==> config.mk <==
export PLATFORM = sky130hd
export DESIGN_NAME = cw_keyer_envelope
export DESIGN_NICKNAME = d
export VERILOG_FILES = /design/src/rtl/cw_keyer_envelope.sv
export SDC_FILE = /design/constraint.sdc
export NUM_CORES = 1
export LEC_CHECK = 0
export CORE_MARGIN = 2
export CORE_UTILIZATION = 35
export DETAILED_ROUTE_END_ITERATION = 16
export PLACE_DENSITY = 0.6
export SYNTH_ARGS = -nofsm -noshare
export SYNTH_HDL_FRONTEND = slang
export SYNTH_SLANG_ARGS = --single-unit
==> constraint.sdc <==
create_clock -name clk -period 10.5 [get_ports clk]
set_input_delay 3.15 -clock clk [delete_from_list [all_inputs] [get_ports clk]]
set_output_delay 3.15 -clock clk [all_outputs]
set_load 0.02 [all_outputs]
==> src/rtl/cw_keyer_envelope.sv <==
// cw_keyer_envelope: shapes the raw Morse bit into a linear-ramp keying envelope with PTT lead/tail sequencing.
// Optional stuck-key watchdog enabled by defining CW_KEY_TIMEOUT_EN.
`default_nettype none

module cw_keyer_envelope #(
    parameter int AMP_W      = 12,
    parameter int AMP_MAX    = 4095,
    parameter int RAMP_STEPS = 64,
    parameter int PTT_LEAD   = 256,
    parameter int PTT_TAIL   = 2048,
    parameter int TIMEOUT    = 65535
) (
    input  logic             clk,
    input  logic             rst_n,
    input  logic             key_in,
    input  logic             sample_en,
    input  logic             tx_enable,
    output logic             ptt,
    output logic [AMP_W-1:0] amp,
    output logic             amp_valid,
    output logic             fault
);

    localparam logic [2:0] S_IDLE = 3'd0;
    localparam logic [2:0] S_LEAD = 3'd1;
    localparam logic [2:0] S_RISE = 3'd2;
    localparam logic [2:0] S_HOLD = 3'd3;
    localparam logic [2:0] S_FALL = 3'd4;
    localparam logic [2:0] S_TAIL = 3'd5;

    localparam int R_W    = $clog2(RAMP_STEPS + 1);
    localparam int CNT_M1 = (PTT_LEAD > PTT_TAIL) ? PTT_LEAD : PTT_TAIL;
    localparam int CNT_MV = (CNT_M1 > TIMEOUT) ? CNT_M1 : TIMEOUT;
    localparam int CNT_W  = $clog2(CNT_MV + 2);

    localparam logic [R_W-1:0]   R_TOP     = R_W'(RAMP_STEPS);
    localparam logic [R_W-1:0]   R_PRE     = R_W'(RAMP_STEPS - 1);
    localparam logic [R_W-1:0]   R_ONE     = R_W'(1);
    localparam logic [AMP_W-1:0] AMP_FULL  = AMP_W'(AMP_MAX);
    localparam logic [AMP_W-1:0] STEP      = AMP_W'(AMP_MAX / RAMP_STEPS);
    localparam logic [CNT_W-1:0] LEAD_LAST = CNT_W'((PTT_LEAD == 0) ? 0 : PTT_LEAD - 1);
    localparam logic [CNT_W-1:0] TAIL_LAST = CNT_W'((PTT_TAIL == 0) ? 0 : PTT_TAIL - 1);
`ifdef CW_KEY_TIMEOUT_EN
    localparam logic [CNT_W-1:0] TO_LAST   = CNT_W'((TIMEOUT == 0) ? 0 : TIMEOUT - 1);
`endif

    logic             key_meta;
    logic             key_s;
    logic [2:0]       state;
    logic [2:0]       state_nx;
    logic [R_W-1:0]   r;
    logic [R_W-1:0]   r_nx;
    logic [CNT_W-1:0] cnt;
    logic [CNT_W-1:0] cnt_nx;
    logic [CNT_W-1:0] cnt_inc;
    logic             abort;
    logic             abort_nx;
    logic             go_up;
    logic             go_down;
    logic             key_on;
    logic [AMP_W-1:0] amp_nx;
`ifdef CW_KEY_TIMEOUT_EN
    logic             fault_q;
    logic             fault_nx;
    logic             timeout_hit;
`endif

    assign key_on  = key_s & tx_enable;
    assign cnt_inc = (cnt == {CNT_W{1'b1}}) ? cnt : cnt + 1'b1;

    // abort marks a ramp-down that must end in IDLE (tx disabled or watchdog) and ignores the key
    always_comb begin
        state_nx = state;
        r_nx     = r;
        cnt_nx   = cnt_inc;
        abort_nx = abort;
        go_up    = 1'b0;
        go_down  = 1'b0;
`ifdef CW_KEY_TIMEOUT_EN
        fault_nx    = fault_q;
        timeout_hit = 1'b0;
`endif
        case (state)
            S_IDLE: begin
                r_nx     = '0;
                cnt_nx   = '0;
                abort_nx = 1'b0;
`ifdef CW_KEY_TIMEOUT_EN
                if (fault_q) begin
                    if (!key_s) fault_nx = 1'b0;
                end else if (key_on) begin
                    state_nx = S_LEAD;
                end
`else
                if (key_on) state_nx = S_LEAD;
`endif
            end
            S_LEAD: begin
                if (!tx_enable) begin
                    state_nx = S_IDLE;
                    cnt_nx   = '0;
                end else if (cnt >= LEAD_LAST) begin
                    if (key_on) begin
                        go_up = 1'b1;
                    end else begin
                        state_nx = S_TAIL;
                        cnt_nx   = '0;
                    end
                end
            end
            S_RISE: begin
                if (key_on) begin
                    go_up = 1'b1;
                end else begin
                    go_down  = 1'b1;
                    abort_nx = !tx_enable;
                end
            end
            S_HOLD: begin
`ifdef CW_KEY_TIMEOUT_EN
                timeout_hit = key_on && (cnt >= TO_LAST);
                if (!key_on || timeout_hit) begin
                    go_down  = 1'b1;
                    abort_nx = !tx_enable || timeout_hit;
                    fault_nx = timeout_hit;
                end
`else
                cnt_nx = cnt;
                if (!key_on) begin
                    go_down  = 1'b1;
                    abort_nx = !tx_enable;
                end
`endif
            end
            S_FALL: begin
                if (key_on && !abort) begin
                    go_up = 1'b1;
                end else begin
                    go_down  = 1'b1;
                    abort_nx = abort | !tx_enable;
                end
            end
            S_TAIL: begin
                if (!tx_enable) begin
                    state_nx = S_IDLE;
                    cnt_nx   = '0;
                end else if (key_on) begin
                    go_up = 1'b1;
                end else if (cnt >= TAIL_LAST) begin
                    state_nx = S_IDLE;
                    cnt_nx   = '0;
                end
            end
            default: begin
                state_nx = S_IDLE;
                r_nx     = '0;
                cnt_nx   = '0;
                abort_nx = 1'b0;
            end
        endcase

        if (go_up) begin
            r_nx     = (r >= R_TOP) ? R_TOP : r + 1'b1;
            state_nx = (r >= R_PRE) ? S_HOLD : S_RISE;
            cnt_nx   = '0;
        end
        if (go_down) begin
            r_nx = (r == '0) ? '0 : r - 1'b1;
            if (r <= R_ONE) begin
                state_nx = abort_nx ? S_IDLE : S_TAIL;
                cnt_nx   = '0;
            end else begin
                state_nx = S_FALL;
            end
        end
    end

    assign amp_nx = (r_nx == R_TOP) ? AMP_FULL : AMP_W'(r_nx) * STEP;

    always_ff @(posedge clk or negedge rst_n) begin
        if (!rst_n) begin
            key_meta  <= 1'b0;
            key_s     <= 1'b0;
            state     <= S_IDLE;
            r         <= '0;
            cnt       <= '0;
            abort     <= 1'b0;
            ptt       <= 1'b0;
            amp       <= '0;
            amp_valid <= 1'b0;
        end else begin
            key_meta  <= key_in;
            key_s     <= key_meta;
            amp_valid <= sample_en;
            if (sample_en) begin
                state <= state_nx;
                r     <= r_nx;
                cnt   <= cnt_nx;
                abort <= abort_nx;
                ptt   <= (state_nx != S_IDLE);
                amp   <= amp_nx;
            end
        end
    end

`ifdef CW_KEY_TIMEOUT_EN
    always_ff @(posedge clk or negedge rst_n) begin
        if (!rst_n) begin
            fault_q <= 1'b0;
        end else if (sample_en) begin
            fault_q <= fault_nx;
        end
    end

    assign fault = fault_q;
`else
    assign fault = 1'b0;
`endif

endmodule

`default_nettype wire

==> results by group, run 1 <==
GRT
  – Vias in the first global route: 3362
  – GRT Resource Usage Total: 0.173
  – Largest net degree at the start of global routing: 45
  – First-pass GRT wire length: 16500 µm
  – Initial antenna violation count: 0
  – Total grt overflow: 0

Hold path
  – Hold Path Depth: 0
  – Hold Crit Class: reg -> reg
  – Hold_sp: key_meta
  – Hold EP: key_s

Cells and area
  – Fin area: 0.00427 mm²
  – Share of cells above drive strength 1: 0.0603
  – Final Util: 0.392
  – Final Non-Filler Cells: 604
  – Syn-to-layout area delta: 8.73%
  – Final #Nets: 510
  – Ant diodes: 0

Timing
  – Min cycle time layout: 8160 ps
  – Unrepaired setup endpoints after global routing: no
  – Fmax achieved: 123 MHz
  – Final hold violation count: 0
  – Fin. max-slew vios: 0
  – Measured slew at the worst slew-check pin: 1230 ps
  – Slew margin rel.: 0.178
  – Final Cycle Share: 0.777
  – Setup tns final: 0 ps
  – Fin Clk Skew: 8.30 ps
  – Final Setup Violations: 0

Setup path
  – Crit path top cell by count: fa_1
  – Crit-path cells: clkdlybuf4s50_1 -> and3b_1 -> o32ai_1 -> nand2_1 -> o22a_1 -> fa_1 -> fa_1 -> fa_1 -> inv_1 -> ha_1 -> a21oi_1 -> o211ai_1 -> nand2b_1 -> a21oi_1 -> xnor2_1 -> a31oi_1
  – CP Launch Type: input port
  – Delay-heaviest family, CP: adder cells
  – Critical Path RT: 10690 ps
  – Critical path class: in -> reg
  – Slowest stage cell on the critical path: o32ai_1
  – Crit path DAT: 8350 ps
  – WP buf/inv: 2
  – Reg2Reg Setup Slack: 4810 ps
  – Worst setup EP type: flip-flop
  – FF-to-FF Start: cnt[11]
  – Length in cells of the worst reg-to-reg path: 17
  – Reg2reg end: amp[11]
  – Critical-path maximum fanout: 11
  – Crit-path max cell delay: 680 ps

Routing
  – Drt drc: 0
  – WL per Instance: 16.1 µm
  – Initial DRC Count: 258
  – Total wire length: 9710 µm
  – Vias/cell: 5.67
  – Drt pass-1 iters: 4
  – Vias post-DR: 3424
  – Routed Antenna Nets: 0

Yosys
  – Number of synthesized flops with an enable pin: 0
  – Seq cells post-synth: 44
  – Yosys top cell by area: dfrtp_1
  – Synth Warn #: 0
  – Post-synthesis cell area: 0.00393 mm²
  – Sequential area share after synthesis: 0.281
  – Syn Nets: 508
  – Post-synth top flop: dfrtp_1
  – Post-synth ARST share: 1.00
  – Gate Count Post-Synth: 461
  – Synth cell types: 68
  – Synth top area cells: dfrtp_1, ha_1, fa_1
  – Avg Cell Area, Syn: 8.51 µm²
  – Top cell type's share of synthesized area: 0.281

Placement
  – Dpl hpwl: 7400 µm
  – IO buf count: 18
  – DP Area: 0.00418 mm²
  – Placed insts: 596
  – GPL Wtd Cong: 0.897

Die
  – Initial Utilization: 0.360
  – Core area: 0.0109 mm²
  – Die Area: 0.0121 mm²
  – Horiz. Die Dim: 110 µm
  – Die Span Y: 110 µm
  – Num ports: 20
  – Cell row count: 38

CTS
  – Postcts setup bufs: 0
  – Max clock buf depth: 2
  – H-tree depth: 2
  – Clock sink count: 44
  – CTS clk-pin slew, worst paths: 90 ps
  – Root buf cell: clkbuf_8
  – TritonCTS clock tree: built
  – Clock Latency Late Sink: 320 ps
  – CTS Buf Count: 5
  – CTS Hold Buffers Added: 0
  – Resized cells post-CTS: 0

Run status
  – Outcome: complete, no violations

Flow run
  – Max_cap viols: 0
## logic make-up after synthesis
family	after synthesis	synth area share
xor gates and xnor gates	11	0.0245
adders and majority gates	42	0.164
and+or+nand+nor	161	0.212
AOI/OAI and AO/OA	126	0.220
DFF	44	0.281
buffers and inverters	65	0.0676
muxes	11	0.0296
other	1	0.000955
## synthesized netlist by cell type, types with 3 or more instances
library cell	number
a21oi_1	29
a22o_1	3
a31oi_1	15
a32oi_1	4
and2_1	3
and3_1	10
clkbuf_1	20
dfrtp_1	44
fa_1	16
ha_1	26
inv_1	40
mux2_2	4
mux2i_1	6
nand2_1	28
nand2b_1	6
nand3_1	25
nand4_1	10
nor2_1	44
nor2b_1	4
nor3_1	10
o211ai_1	7
o21ai_0	15
o21ai_1	6
o221ai_1	3
o22a_1	4
o22ai_1	5
o31ai_1	7
or3_1	4
xnor2_1	8
xor2_1	3
## flip-flops by register name, summed over array words and instances, names as in the netlist
register,flops
amp,12
key_s,1
abort,1
cnt,17
r,7
key_meta,1
ptt,1
amp_valid,1
state,3
## final cells by class
cell class	instances	area [µm²]
tap	140	175
multi-input combinational	352	2560
timing repair buffer	20	190
fill	1107	6620
clock inverter	2	10.0
clock buffer	6	82.6
inverter	40	150
sequential	44	1100
## routing by layer
layer | vias to the layer above | share of wire | track usage
met5 | - | 0 | 0
met4 | 0 | 0.023 | 0.0687
met3 | 14 | 0.038 | 0.0213
met2 | 85 | 0.47 | 0.270
met1 | 1651 | 0.47 | 0.241
li1 | 1674 | - | -
## metrics by stage
step	worst slack (ps)	hold WS, ps
2_1_floorplan	2990	331
3_3_place_gp	2180	343
3_5_place_dp	2070	350
4_1_cts	2380	379
5_1_grt	1950	386
6_report	2340	371
## how the worst max path moves through the flow
stage | cells after the start | from | to | slack [ps]
after global placement | 18 | tx_enable | amp[11] | 2180
after detailed placement | 16 | tx_enable | amp[11] | 2070
after floorplan | 18 | tx_enable | amp[11] | 2990
final | 16 | tx_enable | amp[11] | 2340
after global routing | 16 | tx_enable | amp[11] | 1950
after CTS | 16 | tx_enable | amp[11] | 2380
## placed cells by master (no fill, tap or decap), types with 15 or more instances in the layout
cell	n
ha_1	26
nand3_1	25
nor2_1	44
a21oi_1	29
o21ai_0	15
fa_1	16
nand2_1	28
clkdlybuf4s50_1	17
dfrtp_1	44
a31oi_1	15
inv_1	40
Power of run 1 is not shown: default switching activity piles up to over one toggle a cycle in this logic, so the estimate is an artifact.
==> run 2, diff against run 1 <==
- clock period: 10.5 -> 7.68 ns (I/O delays scaled with it)
==> run 2 against run 1 <==
Against the previous run:
- sequential share of layout area shrank 0.090 points
- clock skew grew 1.4 ps
- die area is the same
- clock-buffer cell count is the same
- cell count grew 0.50%
- via count grew 0.26%
- first-iteration DRC count grew 12%
- core utilization grew 0.14 points
- hold slack is essentially flat
- critical path depth grew 3
- largest cell class unchanged
==> results by group, run 2 (synthesis gave the netlist of run 1 again) <==
CTS
  – CTS Buf Count: 5
  – Postcts setup bufs: 0
  – TritonCTS clock tree: built
  – CTS Hold Buffers Added: 0
  – CTS clk-pin slew, worst paths: 80 ps
  – Clock Latency Late Sink: 310 ps
  – Max clock buf depth: 2
  – Root buf cell: clkbuf_8
  – H-tree depth: 2
  – Resized cells post-CTS: 0
  – Clock sink count: 44

Die
  – Die Span Y: 110 µm
  – Horiz. Die Dim: 110 µm
  – Initial Utilization: 0.360
  – Cell row count: 38
  – Core area: 0.0109 mm²
  – Die Area: 0.0121 mm²
  – Num ports: 20

Setup path
  – Worst setup startpoint: tx_enable
  – Critical path class: in -> reg
  – FF-to-FF Start: cnt[11]
  – Reg2Reg Setup Slack: 2140 ps
  – CP Launch Type: input port
  – Length in cells of the worst reg-to-reg path: 17
  – Critical-path maximum fanout: 11
  – Reg2reg end: amp[11]
  – Crit path DAT: 7480 ps
  – Critical Path RT: 7850 ps
  – Worst setup EP type: flip-flop

Cells and area
  – Final #Nets: 514
  – Largest Register: cnt
  – Share of cells above drive strength 1: 0.0642
  – Biggest regs: cnt (17), amp (12), r (7)
  – Ant diodes: 0
  – Max reg flops: 17
  – Leading cell types in the layout, fill and taps excluded: nor2_1, dfrtp_1, inv_1, a21oi_1, nand2_1
  – Syn-to-layout area delta: 9.12%

Routing
  – Initial DRC Count: 288
  – Total wire length: 9870 µm
  – Drt drc: 0
  – Vias/cell: 5.66
  – WL per Instance: 16.3 µm
  – Vias post-DR: 3433
  – Routed Antenna Nets: 0
  – Drt pass-1 iters: 4

Timing
  – Setup tns final: 0 ps
  – Final Cycle Share: 0.952
  – Final hold violation count: 0
  – Slew margin rel.: 0.312
  – Unrepaired setup endpoints after global routing: no
  – Fmax achieved: 137 MHz
  – Measured slew at the worst slew-check pin: 1030 ps
  – Final Setup Violations: 0
  – Min cycle time layout: 7310 ps
  – Fin Clk Skew: 9.65 ps
  – Fin. max-slew vios: 0

GRT
  – Vias in the first global route: 3345
  – Total grt overflow: 0
  – Initial antenna violation count: 0
  – Largest net degree at the start of global routing: 45
  – GRT Resource Usage Total: 0.173
  – First-pass GRT wire length: 16500 µm

Placement
  – GPL Wtd Cong: 0.931
  – Dpl hpwl: 7490 µm
  – IO buf count: 18

Hold path
  – Hold EP: key_s
  – Hold Crit Class: reg -> reg
  – Hold_sp: key_meta
  – Hold Path Depth: 0

Run status
  – Outcome: complete, no violations

Flow run
  – Max_cap viols: 0
## run 2: cell count changes in the layout (fill, tap and decap cells not counted), sizes merged
cell,before,now
clkinv,2,1
buf,3,7
## run 2: critical path, stage by stage
cell             delay, ps
clkdlybuf4s50_1        690
nand3_1                180
nor2_1                 230
o21ai_1                210
a21oi_1                410
a21oi_1                170
o22ai_1                410
fa_1                   530
inv_1                  100
fa_1                   440
fa_1                   550
inv_1                   40
ha_1                   340
a21oi_1                200
o211ai_1               130
nand2b_1               150
a21oi_1                160
xnor2_1                140
a31oi_1                 90
## run 2: stage by stage
step                       util  area [µm²]  instances  hold slack [ps]  worst slack, ps
after CTS                 0.393        4280        607              376              452
after global routing      0.393        4280        607              384              103
after detailed placement  0.386        4210        600              349              141
after global placement    0.386        4210        600              342              205
after floorplan               -        3930        461              331             1010
final                     0.393        4280        607              371              372
## run 2: worst max-delay path by stage
stage / end / slack, ps
floorplan: amp[11] / 1010
global placement: amp[11] / 210
detailed placement: amp[11] / 140
CTS: amp[11] / 450
global route: amp[11] / 100
finish: amp[11] / 370
## run 2: layout make-up
cell class | count | area [µm²]
Sequential cell | 44 | 1100
Multi-Input combinational cell | 352 | 2560
Clock inverter | 1 | 5.00
Tap cell | 140 | 175
Timing Repair Buffer | 24 | 220
Clock buffer | 6 | 72.6
Inverter | 40 | 150
Fill cell | 1092 | 6610
## run 2: layer usage
metal	vias to the layer above	global-route usage	part of all wire
met3	10	0.0202	0.021
met4	0	0.0542	0.014
met1	1695	0.237	0.49
li1	1680	-	-
met2	48	0.285	0.48
met5	-	0	0
Power of run 2 is left out for the same reason.
==> RTL change 1 (flow settings as in run 2) <==
The option `CW_KEY_TIMEOUT_EN` is turned on by a define.
--- a/src/rtl/cw_keyer_envelope.sv
+++ b/src/rtl/cw_keyer_envelope.sv
@@ -3,2 +3,4 @@
 `default_nettype none
+
+`define CW_KEY_TIMEOUT_EN
 
Function: same outputs for any inputs over 10 cycles, from zero or initial values and one cycle with rst_n low; that may be too few to reach the edited logic, so the function may still have changed.
==> RTL change 1 against run 2 <==
- setup slack worse by 0.026 ns
- final area is 0.18% higher
- synthesized area is 1.3% lower
- first-iteration DRC count is 34% lower
- sequential cell count is 1 higher
- routed wire length is 5.9% lower
Power is not shown: default switching activity piles up to over one toggle a cycle in this logic, so the estimate is an artifact.
==> RTL change 1: results (changes against run 2) <==
<table>
<tr><th>Metric</th><th>Value</th></tr>
<tr><th colspan="2">Global route</th></tr>
<tr><td>Met2 usage</td><td>27.2% (-1.2 points)</td></tr>
<tr><td>GRT met3 Usage</td><td>2.81% (+0.79 points)</td></tr>
<tr><td>Number of global-route vias before repair</td><td>3269 (-2.3%)</td></tr>
<tr><td>Global-route wire length before repair</td><td>16.1 mm (-2.2%)</td></tr>
<tr><th colspan="2">Setup path</th></tr>
<tr><td>Worst reg2reg path depth</td><td>21 (+4)</td></tr>
<tr><td>Startpoint of the worst register-to-register path</td><td>cnt[1]</td></tr>
<tr><td>Flop-to-flop setup slack</td><td>2.12 ns (-0.02 ns)</td></tr>
<tr><th colspan="2">Logic synthesis</th></tr>
<tr><td>Commonest cells in the netlist</td><td>sky130_fd_sc_hd__nor2_1 (49), sky130_fd_sc_hd__dfrtp_1 (45), sky130_fd_sc_hd__inv_1 (40)</td></tr>
<tr><td>Top cells by area in the synthesized netlist</td><td>sky130_fd_sc_hd__dfrtp_1 (29%), sky130_fd_sc_hd__ha_1 (8.7%), sky130_fd_sc_hd__fa_1 (8.3%)</td></tr>
<tr><td>Number of distinct library cell variants in the gate-level netlist after synthesis</td><td>72 (+5.9%)</td></tr>
<tr><td>Syn_nets</td><td>493 (-3.0%)</td></tr>
<tr><td>Share of the yosys chip area belonging to registers</td><td>29.1% (+1.0 points)</td></tr>
<tr><td>Per-instance average area after synthesis</td><td>8.71 sq um (+2.3%)</td></tr>
<tr><th colspan="2">Route</th></tr>
<tr><td>Vias after detailed routing</td><td>3330 (-3.0%)</td></tr>
<tr><td>WL/cell</td><td>15.5 microns (-4.8%)</td></tr>
<tr><td>Drt first pass iters</td><td>5 (+1)</td></tr>
<tr><td>Number of DRC markers in iteration 0</td><td>189 (-34%)</td></tr>
<tr><th colspan="2">Finish</th></tr>
<tr><td>Share of layout cells above drive strength 1</td><td>9.78% (+3.4 points)</td></tr>
<tr><td>Final #Nets</td><td>507 (-1.4%)</td></tr>
<tr><td>Fillers</td><td>1123 (+2.8%)</td></tr>
<tr><th colspan="2">Timing</th></tr>
<tr><td>Clock skew</td><td>0.0100 ns (+0.000378 ns)</td></tr>
<tr><td>Worst slew margin relative to its limit</td><td>27.9% (-3.3 points)</td></tr>
<tr><td>Final critical path time including I/O delays and setup</td><td>7.33 ns (+0.0260 ns)</td></tr>
<tr><th colspan="2">Placement</th></tr>
<tr><td>Post-detail-place hpwl</td><td>6.76 mm (-9.7%)</td></tr>
<tr><td>Cell count after placement</td><td>592 (-1.3%)</td></tr>
<tr><th colspan="2">Run status</th></tr>
<tr><td>Status</td><td>finished clean</td></tr>
</table>
-- RTL change 1: cell types whose count changed after synthesis, sizes merged, moves of 5 or more --
cell,delta
a21oi,+6
o311ai,+8
mux2i,-5
a31oi,-10
o211ai,-5
clkbuf,-8
nor2,+6
nand4,-7
-- RTL change 1: final cells by class --
class / instances / area [sq um] / area share (%)
clock inverter: 2 / 10.0 / 0.233
inverter: 40 / 150 / 3.50
sequential: 45 / 1130 / 26.2
tap: 140 / 175 / 4.08
multi-input combinational: 339 / 2510 / 58.5
clock buffer: 6 / 72.6 / 1.69
timing repair buffer: 28 / 248 / 5.77
-- RTL change 1: kinds of logic after synthesis --
logic type	after synthesis	synth area share (%)
xor+xnor	13	2.94
mux	3	0.839
flops	45	29.1
simple gates	162	21.1
compound gates	118	22.7
fa+ha+maj	43	17.0
buf+inv	61	6.33
-- RTL change 1: layer usage --
layer  vias to the layer above  part of all wire (%)
met5                         -                     0
met1                      1615                    49
met4                         0                   1.4
li1                       1620                     -
met3                        12                   4.5
met2                        83                    45
==> RTL change 2 (settings of run 2) <==
Made on the original files. Register the input `key_in` before use, without a reset. The logic sees it one clock later. The other inputs are not delayed to match.
--- a/src/rtl/cw_keyer_envelope.sv
+++ b/src/rtl/cw_keyer_envelope.sv
@@ -42,2 +42,8 @@
     localparam logic [CNT_W-1:0] TAIL_LAST = CNT_W'((PTT_TAIL == 0) ? 0 : PTT_TAIL - 1);
+
+    logic key_q;
+
+    always_ff @(posedge clk) begin
+        key_q <= key_in;
+    end
 `ifdef CW_KEY_TIMEOUT_EN
@@ -191,3 +197,3 @@
         end else begin
-            key_meta  <= key_in;
+            key_meta  <= key_q;
             key_s     <= key_meta;
Formal check against the unedited RTL: not equivalent (a bounded check fails within 4 cycles, from zero or initial values and one cycle with rst_n low).
==> RTL change 2 against run 2 <==
- sequential cell count up 1
- sequential share of layout area down 0.28 points
- routed wire length down 3.3%
- setup slack worse by 0.032 ns
- synthesized area up 0.67%
- utilization up 0.98 points
- final area up 3.0%
- register-to-register slack worse by 0.19 ns
- global-route usage down 0.26 points
- worst hold slack worse by 0.036 ns
- largest cell class unchanged
Power is left out: the tool's default activity adds up to more than one toggle a clock period on the data nets, which glitch-free logic cannot reach.
==> RTL change 2: results (changes against run 2) <==
<table>
<tr><th>Metric</th><th>Value</th></tr>
<tr><th colspan="2">Setup path</th></tr>
<tr><td>Critical path arrival</td><td>7.52 ns (+0.04 ns)</td></tr>
<tr><td>Largest fanout on the critical path</td><td>8 (-3)</td></tr>
<tr><td>Critical path's top delay family</td><td>compound AO/OA/AOI/OAI gates</td></tr>
<tr><td>Worst path max stage delay</td><td>0.60 ns (-0.09 ns)</td></tr>
<tr><th colspan="2">Route</th></tr>
<tr><td>WL/cell</td><td>15.5 microns (-4.6%)</td></tr>
<tr><td>Number of DRC markers in iteration 0</td><td>240 (-17%)</td></tr>
<tr><td>Vias per std cell</td><td>5.60 (-1.0%)</td></tr>
<tr><th colspan="2">Logic synthesis</th></tr>
<tr><td>Xor-xnor portion of the synthesized cell area</td><td>2.66% (+0.21 points)</td></tr>
<tr><td>Commonest cells in the netlist</td><td>sky130_fd_sc_hd__dfrtp_1 (44), sky130_fd_sc_hd__inv_1 (43), sky130_fd_sc_hd__nor2_1 (42)</td></tr>
<tr><td>Share of the yosys chip area belonging to registers</td><td>28.4% (+0.32 points)</td></tr>
<tr><td>Post-synthesis compound-gate area fraction</td><td>24.4% (+2.4 points)</td></tr>
<tr><td>Share of synthesized cell area in full adder, half adder and majority cells</td><td>16.3% (-0.11 points)</td></tr>
<tr><td>Gate count of the mapped netlist</td><td>466 (+1.1%)</td></tr>
<tr><td>Asr flop ratio synth</td><td>97.8% (-2.2 points)</td></tr>
<tr><th colspan="2">Timing</th></tr>
<tr><td>Clock skew</td><td>0.00398 ns (-0.00567 ns)</td></tr>
<tr><td>Final cycle utilization of the critical path</td><td>95.6% (+0.42 points)</td></tr>
<tr><th colspan="2">Placement</th></tr>
<tr><td>Post-detail-place hpwl</td><td>6.90 mm (-7.8%)</td></tr>
<tr><th colspan="2">Finish</th></tr>
<tr><td>Multi-input gate count</td><td>354 (+0.57%)</td></tr>
<tr><td>Fillers</td><td>1117 (+2.3%)</td></tr>
<tr><td>Final #Nets</td><td>521 (+1.4%)</td></tr>
<tr><td>Non-clk invs</td><td>43 (+7.5%)</td></tr>
<tr><td>Storage element area</td><td>1120 sq um (+1.8%)</td></tr>
<tr><td>Fraction of area in multi-input gates</td><td>58.0% (-1.8 points)</td></tr>
<tr><td>Clock tree cell share of total cell area</td><td>3.92% (+2.1 points)</td></tr>
<tr><th colspan="2">Global route</th></tr>
<tr><td>All-layer global routing usage</td><td>17.1% (-0.26 points)</td></tr>
<tr><td>Number of global-route vias before repair</td><td>3390 (+1.3%)</td></tr>
<tr><th colspan="2">Run status</th></tr>
<tr><td>Status</td><td>finished clean</td></tr>
</table>
RTL change 2: cell types whose count changed in the layout (fill, tap and decap cells not counted), moves of 5 or more:
cell                        before  now
sky130_fd_sc_hd__nand3_1        25   13
sky130_fd_sc_hd__o21ai_0        15   20
sky130_fd_sc_hd__a21o_1          2    9
sky130_fd_sc_hd__nand2_1        28   36
sky130_fd_sc_hd__clkbuf_16       0    5
sky130_fd_sc_hd__o21ai_1         6   11
sky130_fd_sc_hd__o211ai_1        7    2
sky130_fd_sc_hd__or2_2           0    6
sky130_fd_sc_hd__a32oi_1         4   10
RTL change 2: path summary, 6_finish.rpt:
check                                from  cells after the start  slack [ns]        to
worst max-delay path            tx_enable                     17        0.34   amp[11]
worst min-delay path                key_q                      0        0.33  key_meta
worst max register to register    cnt[12]                     17        1.95   amp[11]
worst min register to register      key_q                      0        0.33  key_meta
max in group asynchronous           rst_n                      1        4.81   cnt[10]
min in group asynchronous           rst_n                      1        2.21  key_meta
RTL change 2: layer usage:
| layer | track usage [%] | wire (microns) |
|---|---|---|
| met2 | 29.8 | 4700 |
| met3 | 2.35 | 317 |
| met1 | 21.9 | 4400 |
| met4 | 5.18 | 133 |
| met5 | 0 | 0 |
RTL change 2: through the flow:
stage,setup slack [ns],cell area (sq um)
floorplan,0.902,3950
global placement,0.0997,4240
detailed placement,0.0203,4240
CTS,0.279,4410
global route,0.0412,4410
finish,0.340,4410
RTL change 2: cells by family (layout without fill, tap and decap cells):
group | count (synthesis) | after routing
XOR/XNOR | 12 | 12
buffers and inverters | 67 | 76
AO/OA/AOI/OAI | 142 | 142
AND/OR/NAND/NOR | 152 | 152
multiplexers | 5 | 5
adder cells (fa/ha/maj) | 42 | 42
flip-flops | 45 | 45
other | 1 | 1
